--- config.mk ---
export PLATFORM = sky130hd
export DESIGN_NAME = fifo_uart_tx_drain
export DESIGN_NICKNAME = d
export VERILOG_FILES = /design/src/rtl/fifo_uart_tx_drain.sv
export SDC_FILE = /design/constraint.sdc
export NUM_CORES = 1
export LEC_CHECK = 0
export BUFFER_PORTS_ARGS = -buffer_cell sky130_fd_sc_hd__buf_2
export CORE_UTILIZATION = 35
export CTS_BUF_LIST = sky130_fd_sc_hd__clkbuf_16
export CTS_CLUSTER_DIAMETER = 100
export DETAILED_ROUTE_END_ITERATION = 10
export HOLD_SLACK_MARGIN = 0.03
export SETUP_SLACK_MARGIN = 0.02
export SLEW_MARGIN = 20
export SYNTH_ARGS = -nofsm -noshare
export SYNTH_HDL_FRONTEND = slang
export SYNTH_SLANG_ARGS = --single-unit
--- constraint.sdc ---
create_clock -name clk -period 3.1 [get_ports clk]
set_clock_uncertainty 0.1 [all_clocks]
set_input_delay 0.31 -clock clk [delete_from_list [all_inputs] [get_ports clk]]
set_output_delay 0.31 -clock clk [all_outputs]
set_load 0.03 [all_outputs]
--- src/rtl/fifo_uart_tx_drain.sv ---
// Pops words from a first-word-fall-through FIFO and sends each one as a UART frame:
// start bit, data LSB first, optional parity, then stop bits. All outputs are flops.
module fifo_uart_tx_drain #(
  parameter int DATA_SIZE    = 8,
  parameter int CLKS_PER_BIT = 868,
  parameter int PARITY       = 0,
  parameter int STOP_BITS    = 1
) (
  input  logic                 clk,
  input  logic                 reset,
  input  logic                 enable,
  input  logic                 empty,
  input  logic [DATA_SIZE-1:0] read_data_out,
  output logic                 read_from_fifo,
  output logic                 tx,
  output logic                 busy,
  output logic                 frame_done,
  output logic [2:0]           state_dbg
);

  localparam int BW = (CLKS_PER_BIT > 1) ? $clog2(CLKS_PER_BIT) : 1;
  localparam logic [BW-1:0] BAUD_LAST = BW'(CLKS_PER_BIT - 1);
  localparam logic [3:0]    DATA_LAST = 4'(DATA_SIZE - 1);
  localparam logic [3:0]    STOP_LAST = 4'(STOP_BITS - 1);
  localparam logic          ODD       = (PARITY == 2);

  typedef enum logic [2:0] {
    S_IDLE   = 3'd0,
    S_START  = 3'd1,
    S_DATA   = 3'd2,
    S_PARITY = 3'd3,
    S_STOP   = 3'd4
  } state_t;

  state_t               state, state_n;
  logic [BW-1:0]        baud, baud_n;
  logic [3:0]           bit_idx, bit_n;
  logic [DATA_SIZE-1:0] shift, shift_n;
  logic                 par_bit, par_n;
  logic                 pop;
  logic                 tx_n, busy_n, done_n;
  logic                 bit_end, can_pop;

  assign bit_end   = (baud == BAUD_LAST);
  assign can_pop   = enable && !empty;
  assign state_dbg = state;

  // Outputs are registered from next-state values so they line up with the state they describe.
  always_ff @(posedge clk or negedge reset) begin
    if (!reset) begin
      state          <= S_IDLE;
      baud           <= '0;
      bit_idx        <= '0;
      shift          <= '0;
      par_bit        <= 1'b0;
      tx             <= 1'b1;
      busy           <= 1'b0;
      read_from_fifo <= 1'b0;
      frame_done     <= 1'b0;
    end else begin
      state          <= state_n;
      baud           <= baud_n;
      bit_idx        <= bit_n;
      shift          <= shift_n;
      par_bit        <= par_n;
      tx             <= tx_n;
      busy           <= busy_n;
      read_from_fifo <= pop;
      frame_done     <= done_n;
    end
  end

  always_comb begin
    state_n = state;
    baud_n  = bit_end ? '0 : baud + 1'b1;
    bit_n   = bit_idx;
    shift_n = shift;
    par_n   = par_bit;
    pop     = 1'b0;
    case (state)
      S_IDLE: begin
        baud_n = '0;
        if (can_pop) begin
          pop     = 1'b1;
          state_n = S_START;
        end
      end
      S_START: begin
        if (bit_end) begin
          state_n = S_DATA;
          bit_n   = '0;
        end
      end
      S_DATA: begin
        if (bit_end) begin
          shift_n = shift >> 1;
          if (bit_idx == DATA_LAST) begin
            bit_n   = '0;
            state_n = (PARITY != 0) ? S_PARITY : S_STOP;
          end else begin
            bit_n = bit_idx + 1'b1;
          end
        end
      end
      S_PARITY: begin
        if (bit_end) begin
          state_n = S_STOP;
          bit_n   = '0;
        end
      end
      S_STOP: begin
        if (bit_end) begin
          if (bit_idx == STOP_LAST) begin
            bit_n = '0;
            // Chaining straight into START keeps the line gap-free between queued words.
            if (can_pop) begin
              pop     = 1'b1;
              state_n = S_START;
            end else begin
              state_n = S_IDLE;
            end
          end else begin
            bit_n = bit_idx + 1'b1;
          end
        end
      end
      default: state_n = S_IDLE;
    endcase
    if (pop) begin
      shift_n = read_data_out;
      par_n   = (^read_data_out) ^ ODD;
    end
  end

  always_comb begin
    tx_n   = 1'b1;
    busy_n = (state_n != S_IDLE);
    done_n = (state_n == S_STOP) && (baud_n == BAUD_LAST) && (bit_n == STOP_LAST);
    case (state_n)
      S_START:  tx_n = 1'b0;
      S_DATA:   tx_n = shift_n[0];
      S_PARITY: tx_n = par_n;
      default:  tx_n = 1'b1;
    endcase
  end

endmodule

==> results_dict.tcl, run 1 <==
set metrics [dict create \
    run_status "finished clean" \
    relSlewSlack_pct 54.5 \
    synthDistinctLibCells 47 \
    rows 24 \
    rrSetupSlack_ns 0.49 \
    syn_inst 167 \
    fp.dieH_um 71.6 \
    path_cells "ha_1 > nand2_1 > or4b_1 > a21oi_2 > nor2_1 > a21o_1" \
    switchingPower_mw 0.384 \
    endpoint_kind "flop" \
    setup_violations 0 \
    ir_drop_mv 0.233 \
    drt_iter0_drc 114 \
    portBuffers 18 \
    die-width_um 71.6 \
    hpwl_um 2600 \
    tritoncts "built" \
    io_pins 19 \
    synth_ff_type "dfrtp_1" \
    h-tree-depth 2 \
    vias 1328 \
    cts_resized 0 \
    clkSlewWorstSetupHoldPaths_ns 0.05 \
    arrival_ns 2.67 \
    synth_most_common_cell "dfrtp_1" \
    grt_antenna_before_repair 0 \
    comb_power_share_pct 21.0 \
    dpl_worst_slack_ns 0.471 \
    ys_seq_area_share_pct 44.3 \
    wl_um 3460 \
    vias_per_cell 5.51 \
    synth_seq_cells 30 \
    switching_share_pct 28.0 \
    finalWeightedCongestion 0.834 \
    power_frac_clock_pct 38.4 \
    p_leak_nw 0.877 \
    first_global_vias 1317 \
    worstSetupPathType "flop to flop" \
    hold_path_class "input port to flop" \
    grt_use_total_pct 15.2 \
    cts_buffers 5 \
    path_buf_inv 0 \
    dieArea_sq_um 5130 \
    slowest_delay_ns 0.61 \
    drtPass1Iterations 4 \
    grt_max_degree 31 \
    hold_viol 0 \
    finalWorstSetupSlack_ns 0.495 \
    yosysWarnings 0 \
    path_max_fanout 9 \
    area_growth_pct 17.6 \
    ys_top_cells_by_count "dfrtp_1 (29), nand2_1 (10), nor2_1 (10)" \
    drc 0 \
    tightest_slew_ns 0.683 \
    hold_slack_ns 0.191 \
    slew_viol_final 0 \
    clockBufferDepth 2 \
    synth_edf_count 0 \
    avgRoutedWirePerCell_um 14.3 \
    fmax_mhz 384 \
    n_antenna_cell 0 \
    grt-ovfl-total 0 \
    drv_cap 0 \
    synth_top_area_share_pct 42.8 \
    ant_nets 0 \
    critical_path.slowest_cell "or4b_1" \
    p_per_area_nw_per_um2 687 \
    clockRootBuffer "clkbuf_16" \
    clk_latency_ns 0.27 \
    rsz0062_at_grt "false" \
    p_int_mw 0.986 \
    synthArstFlopShare_pct 100 \
    syn_nets 182 \
    p_seq_share_pct 40.6 \
    post-cts-setup-buffers 0 \
    grt_pass1_wl_um 6030 \
    start_kind "flop" \
    cts_sinks 30 \
    fin_nets 203 \
    synth_area_sq_um 1700 \
    layout-drive-gt1-share_pct 21.2 \
    fin_tns_setup_ns 0 \
    start_util_pct 37.7 \
    timing.final.crit_share_pct 84.0 \
    critical-path-top-delay-family "simple AND/OR/NAND/NOR gates" \
    synth_top_cell_by_area "dfrtp_1" \
    avgSynthCellArea_sq_um 10.2 \
    crit_required_ns 3.16 \
    ys_top_cells_by_area "dfrtp_1 (43%), xnor2_1 (4.1%), a22o_1 (3.1%)" \
    fp.coreArea_sq_um 4500 \
    min_period_ns 2.61 \
]
-- area by class of cell --
class / instances / area, sq um
multi-input cells: 122 / 871
well taps: 52 / 65.1
inverters: 8 / 30.0
repair buffers: 21 / 115
clock buffers: 5 / 125
fillers: 414 / 2510
clock inverters: 3 / 37.5
flip-flops and latches: 30 / 752
-- per-layer routing --
| layer | vias up | track usage [%] | part of all wire, % |
|---|---|---|---|
| li1 | 651 | - | - |
| met1 | 643 | 18.9 | 46 |
| met2 | 27 | 24.3 | 48 |
| met3 | 7 | 4.64 | 4.6 |
| met4 | 0 | 6.97 | 1.4 |
| met5 | - | 0 | 0 |
-- final timing paths --
path                            depth (start not counted)            to        startpoint
worst min register to register                          1      shift[5]          shift[5]
worst max-delay path                                    6      shift[1]           baud[0]
min in group asynchronous                               2       baud[9]             reset
worst max register to register                          6      shift[1]           baud[0]
worst min-delay path                                    3      shift[7]  read_data_out[7]
max in group asynchronous                               2  state_dbg[1]             reset
-- what timing repair did --
item                                   in CTS  in global routing
hold buffers                                1                  0
endpoints found under the hold margin      29                  0
setup endpoints to repair                   0                  0
-- registers in the layout, indices dropped and copies added (netlist names) --
register and flops:
baud 10, shift 8, bit_idx 4, state_dbg 3, busy 1, frame_done 1, par_bit 1, read_from_fifo 1
tx 1
-- cell families after synthesis --
| logic type | share of synthesized area (%) |
|---|---|
| buffers and inverters | 4.35 |
| flip-flops | 44.3 |
| XOR/XNOR | 6.71 |
| AO/OA/AOI/OAI | 17.6 |
| multiplexers | 3.24 |
| AND/OR/NAND/NOR | 21.6 |
| adder cells (fa/ha/maj) | 2.21 |
-- cells in the final DEF, fill, tap and decap left out, types with 3 or more instances in the layout --
cell type,count
nor3b_1,4
clkbuf_16,5
nand2b_1,5
o21ai_0,8
xor2_1,5
xnor2_1,8
inv_1,9
nand3_1,4
o31ai_1,3
a21o_1,6
nor3_1,4
dfrtp_1,29
mux2_2,4
or3_1,5
ha_1,3
nand4b_1,3
a21oi_1,4
buf_2,18
nand4_1,3
nor2_1,10
nand2_1,10
a22o_1,6
-- worst register-to-register path, delay by kind of cell (launching register included) --
family          cells  cell delay [ns]
simple gates        3             1.06
flops               1             0.43
fa+ha+maj           1             0.32
compound gates      2             0.60
-- through the flow --
step                power [mW]  cells  cell area (sq um)  util (%)
floorplan                0.771    167               1700         -
detailed placement       0.850    232               1820      40.5
global placement         0.838    232               1820      40.5
finish                    1.37    241               2000      44.3
global route              1.45    241               2000      44.3
CTS                       1.38    241               2000      44.3
-- power groups by stage --
| stage | combinational (mW) | clock, mW | sequential (mW) |
|---|---|---|---|
| 3_5_place_dp | 0.288 | 0 | 0.561 |
| 2_1_floorplan | 0.219 | 0 | 0.552 |
| 3_3_place_gp | 0.283 | 0 | 0.556 |
| 5_1_grt | 0.323 | 0.554 | 0.572 |
| 6_report | 0.288 | 0.526 | 0.556 |
| 4_1_cts | 0.292 | 0.537 | 0.556 |
No activity file was read; power rests on OpenSTA's default activity.
==> run 2, diff against run 1 <==
Clock period 3.1 ns to 2.4 ns, I/O delays scaled along.
==> results_dict.tcl, run 2 (synthesis results as in run 1) <==
set metrics [dict create \
    clkSlewWorstSetupHoldPaths_ns 0.05 \
    first_global_vias 1394 \
    final_area_sq_um 2080 \
    n_antenna_cell 0 \
    hold_path_class "input port to flop" \
    worstSetupPathType "flop to flop" \
    hold_viol 0 \
    placed_cells 240 \
    ant_nets 0 \
    grt_max_degree 31 \
    p_leak_nw 0.919 \
    fillers 413 \
    placed_cell_area_sq_um 1890 \
    fp.coreArea_sq_um 4500 \
    die-width_um 71.6 \
    crit_required_ns 2.46 \
    fin_nets 211 \
    grt_use_total_pct 15.6 \
    switchingPower_mw 0.536 \
    largest_reg_flops 10 \
    arrival_ns 2.29 \
    ir_drop_mv 0.334 \
    setup_violations 0 \
    critical_path.slowest_cell "or3_1" \
    hpwl_um 2700 \
    start_kind "flop" \
    hold_depth 3 \
    drtPass1Iterations 4 \
    h-tree-depth 2 \
    clk_latency_ns 0.27 \
    wl_um 3860 \
    path_max_fanout 8 \
    min_period_ns 2.24 \
    clockBufferDepth 2 \
    endpoint_kind "flop" \
    vias_per_cell 5.55 \
    drt_iter0_drc 100 \
    dieArea_sq_um 5130 \
    relSlewSlack_pct 55.4 \
    fmax_mhz 447 \
    power_frac_clock_pct 32.6 \
    path_cells "ha_1 > nand2_2 > or3_1 > a221oi_2 > nand4_1 > a2111oi_2" \
    grt_antenna_before_repair 0 \
    drv_cap 0 \
    timing.final.crit_share_pct 93.2 \
    start_util_pct 37.7 \
    layout-drive-gt1-share_pct 27.4 \
    fin_cells 249 \
    cts_sinks 30 \
    p_int_mw 1.23 \
    fin_tns_setup_ns 0 \
    vias 1383 \
    drc 0 \
    avgRoutedWirePerCell_um 15.5 \
    grt-ovfl-total 0 \
    clockRootBuffer "clkbuf_16" \
    finish.utilization_pct 46.3 \
    fp.dieH_um 71.6 \
    rows 24 \
    finalWeightedCongestion 0.836 \
    finalWorstSetupSlack_ns 0.164 \
    cts_buffers 5 \
    top_regs "baud (10), shift (8), bit_idx (4)" \
    tightest_slew_ns 0.669 \
    layout_commonest_cell "dfrtp_1" \
    comb_power_share_pct 27.5 \
    rsz0062_at_grt "false" \
    final_cell_mix "dfrtp_1 (29), buf_2 (18), nor2_1 (10), buf_4 (10)" \
    dpl_worst_slack_ns 0.128 \
    tritoncts "built" \
    path_buf_inv 0 \
    cp.depth 6 \
    io_pins 19 \
    switching_share_pct 30.4 \
    critical-path-top-delay-family "simple AND/OR/NAND/NOR gates" \
    reg2reg_depth 6 \
    run_status "finished clean" \
    slew_viol_final 0 \
    portBuffers 18 \
    area_growth_pct 22.8 \
    grt_pass1_wl_um 6240 \
    largest_register "baud" \
    slowest_delay_ns 0.42 \
    p_seq_share_pct 39.9 \
    p_per_area_nw_per_um2 847 \
]
==> run 2: per-layer routing <==
layer / up-vias / GRT usage [%] / part of all wire, %
li1: 670 / - / -
met1: 681 / 20.9 / 45
met2: 26 / 24.9 / 50
met3: 6 / 3.80 / 3.6
met4: 0 / 5.23 / 1.1
met5: - / 0 / 0
==> run 2: path summary, 6_finish.rpt <==
check	to	from	slack (ns)
max reg2reg	frame_done	baud[1]	0.16
min	shift[7]	read_data_out[7]	0.12
min in group asynchronous	baud[9]	reset	0.45
max	frame_done	baud[1]	0.16
min reg2reg	shift[5]	shift[5]	0.37
max in group asynchronous	shift[1]	reset	1.32
==> run 2: metrics by stage <==
step	hold WS (ns)	total power [mW]
after floorplan	-0.156	1.01
after global placement	0.209	1.16
after detailed placement	0.219	1.16
after CTS	0.122	1.75
after global routing	0.133	1.87
final	0.125	1.76
==> run 2: repair_timing <==
action                     4_1_cts  5_1_grt
setup endpoints to repair        0       10
setup buffers                    0        0
hold buffers                     1        0
hold endpoints to repair        29        0
resized for setup                0        7
==> run 2: power groups by stage <==
stage | Sequential [mW] | Clock (mW) | Combinational, mW
after floorplan | 0.713 | 0 | 0.292
after global placement | 0.707 | 0 | 0.449
after detailed placement | 0.710 | 0 | 0.449
after CTS | 0.704 | 0.590 | 0.455
after global routing | 0.722 | 0.618 | 0.531
final | 0.704 | 0.575 | 0.484
==> run 2: layout make-up <==
cell class	count	area (sq um)	share of cell area, %
multi-input cells	122	923	44.3
flip-flops and latches	30	752	36.1
repair buffers	29	175	8.41
clock buffers	5	125	6.01
well taps	52	65.1	3.12
inverters	8	30.0	1.44
clock inverters	3	12.5	0.601
==> run 2: worst reg2reg max path, stage by stage (launching register included) <==
cell,delay [ns]
dfrtp_1,0.41
ha_1,0.22
nand2_2,0.14
or3_1,0.42
a221oi_2,0.33
nand4_1,0.15
a2111oi_2,0.35
==> run 3, diff against run 2 <==
Clock period 2.4 ns to 2.8 ns, I/O delays scaled along.
==> results_dict.tcl, run 3 (synthesis results as in run 1) <==
set metrics [dict create \
    critical_path.slowest_cell "or3_1" \
    ir_drop_mv 0.261 \
    min_period_ns 2.49 \
    path_cells "ha_1 > nand2_1 > or3_1 > or4_4 > a21oi_2 > a2111oi_2" \
    r2r_start "baud[0]" \
    fillers 453 \
    p_leak_nw 0.891 \
    hold_viol 0 \
    slew_viol_final 0 \
    grt_max_degree 31 \
    ant_nets 0 \
    cts_buffers 5 \
    rsz0062_at_grt "false" \
    crit_end "frame_done" \
    n_antenna_cell 0 \
    final_cell_mix "dfrtp_1 (29), buf_2 (18), nand2_1 (10), nor2_1 (10)" \
    clkSlewWorstSetupHoldPaths_ns 0.05 \
    arrival_ns 2.52 \
    timing.final.crit_share_pct 88.8 \
    endpoint_kind "flop" \
    startpoint "baud[0]" \
    clockBufferDepth 2 \
    grt-ovfl-total 0 \
    grt_use_total_pct 16.1 \
    fin_tns_setup_ns 0 \
    die-width_um 71.6 \
    tritoncts "built" \
    avgRoutedWirePerCell_um 15.2 \
    clockRootBuffer "clkbuf_16" \
    layout_commonest_cell "dfrtp_1" \
    post-cts-setup-buffers 0 \
    slowest_delay_ns 0.59 \
    drv_cap 0 \
    fin_cells 242 \
    finalWeightedCongestion 0.855 \
    cts_resized 0 \
    largest_reg_flops 10 \
    rrSetupSlack_ns 0.31 \
    fin_nets 204 \
    layout-drive-gt1-share_pct 22.1 \
    crit_required_ns 2.84 \
    drtPass1Iterations 4 \
    largest_register "baud" \
    placed_cells 233 \
    dpl_worst_slack_ns 0.340 \
    fmax_mhz 402 \
    grt_pass1_wl_um 6370 \
    io_pins 19 \
    clk_latency_ns 0.28 \
    finalWorstSetupSlack_ns 0.314 \
    relSlewSlack_pct 54.5 \
    cts_sinks 30 \
    p_per_area_nw_per_um2 807 \
    reg2reg_depth 6 \
    path_max_fanout 10 \
    vias_per_cell 5.58 \
    hold_path_class "input port to flop" \
    run_status "finished clean" \
    top_regs "baud (10), shift (8), bit_idx (4)" \
    start_kind "flop" \
    wl_um 3670 \
    first_global_vias 1366 \
    vias 1350 \
    area_growth_pct 19.6 \
    fp.coreArea_sq_um 4500 \
    r2r-end "frame_done" \
    setup_violations 0 \
    start_util_pct 37.7 \
    grt_antenna_before_repair 0 \
    cp.depth 6 \
    drc 0 \
    hpwl_um 2710 \
    finish.utilization_pct 45.1 \
    h-tree-depth 2 \
    fp.dieH_um 71.6 \
    p_total_mw 1.64 \
    drt_iter0_drc 72 \
    worstSetupPathType "flop to flop" \
    portBuffers 18 \
    dieArea_sq_um 5130 \
    critical-path-top-delay-family "simple AND/OR/NAND/NOR gates" \
    path_buf_inv 0 \
    multi_input_area_sq_um 871 \
    seqCellArea_sq_um 752 \
    tightest_slew_ns 0.682 \
    rows 24 \
]
-- run 3: cell types whose count changed in the layout (fill, tap and decap cells not counted), moves of 2 or more --
cell / change
bufinv_16: +2
or3_4: -2
or3_1: +2
buf_4: -7
-- run 3: power breakdown --
group          total [mW]  internal (mW)  switching, mW
sequential          0.615          0.535         0.0800
combinational       0.332          0.151          0.182
clock               0.691          0.506          0.186
-- run 3: layout make-up --
| cell class | count | area share (%) |
|---|---|---|
| Clock buffer | 5 | 6.17 |
| Clock inverter | 3 | 3.14 |
| Inverter | 8 | 1.48 |
| Multi-Input combinational cell | 122 | 42.9 |
| Sequential cell | 30 | 37.1 |
| Tap cell | 52 | 3.21 |
| Timing Repair Buffer | 22 | 6.04 |
-- run 3: repair_timing --
item                                    4_1_cts  5_1_grt
endpoints found under the setup margin        0        0
hold endpoints to repair                     29        0
hold buffers                                  1        0
-- run 3: how the worst min path moves through the flow --
| stage | from | end | slack [ns] | cells after the start |
|---|---|---|---|---|
| 3_3_place_gp | reset | baud[0] | 0.25 | 1 |
| 2_1_floorplan | reset | baud[0] | -0.12 | 0 |
| 6_report | read_data_out[7] | shift[7] | 0.15 | 3 |
| 5_1_grt | read_data_out[7] | shift[7] | 0.18 | 3 |
| 4_1_cts | read_data_out[7] | shift[7] | 0.16 | 3 |
| 3_5_place_dp | reset | baud[0] | 0.25 | 1 |
-- run 3: metal layers --
layer  global-route usage [%]  part of all wire [%]
met2                     26.0                    50
met3                     4.22                   3.3
met1                     21.0                    46
met5                        0                     0
met4                     5.66                   1.3
-- run 3: stage by stage --
stage | hold WS, ns | instance area [sq um]
floorplan | -0.116 | 1700
global placement | 0.250 | 1830
detailed placement | 0.252 | 1830
CTS | 0.155 | 2030
global route | 0.175 | 2030
finish | 0.153 | 2030
-- run 3: worst reg2reg max path, cell delays in order (launching register included) --
cell,delay (ns)
dfrtp_1,0.43
ha_1,0.23
nand2_1,0.20
or3_1,0.59
or4_4,0.54
a21oi_2,0.20
a2111oi_2,0.06
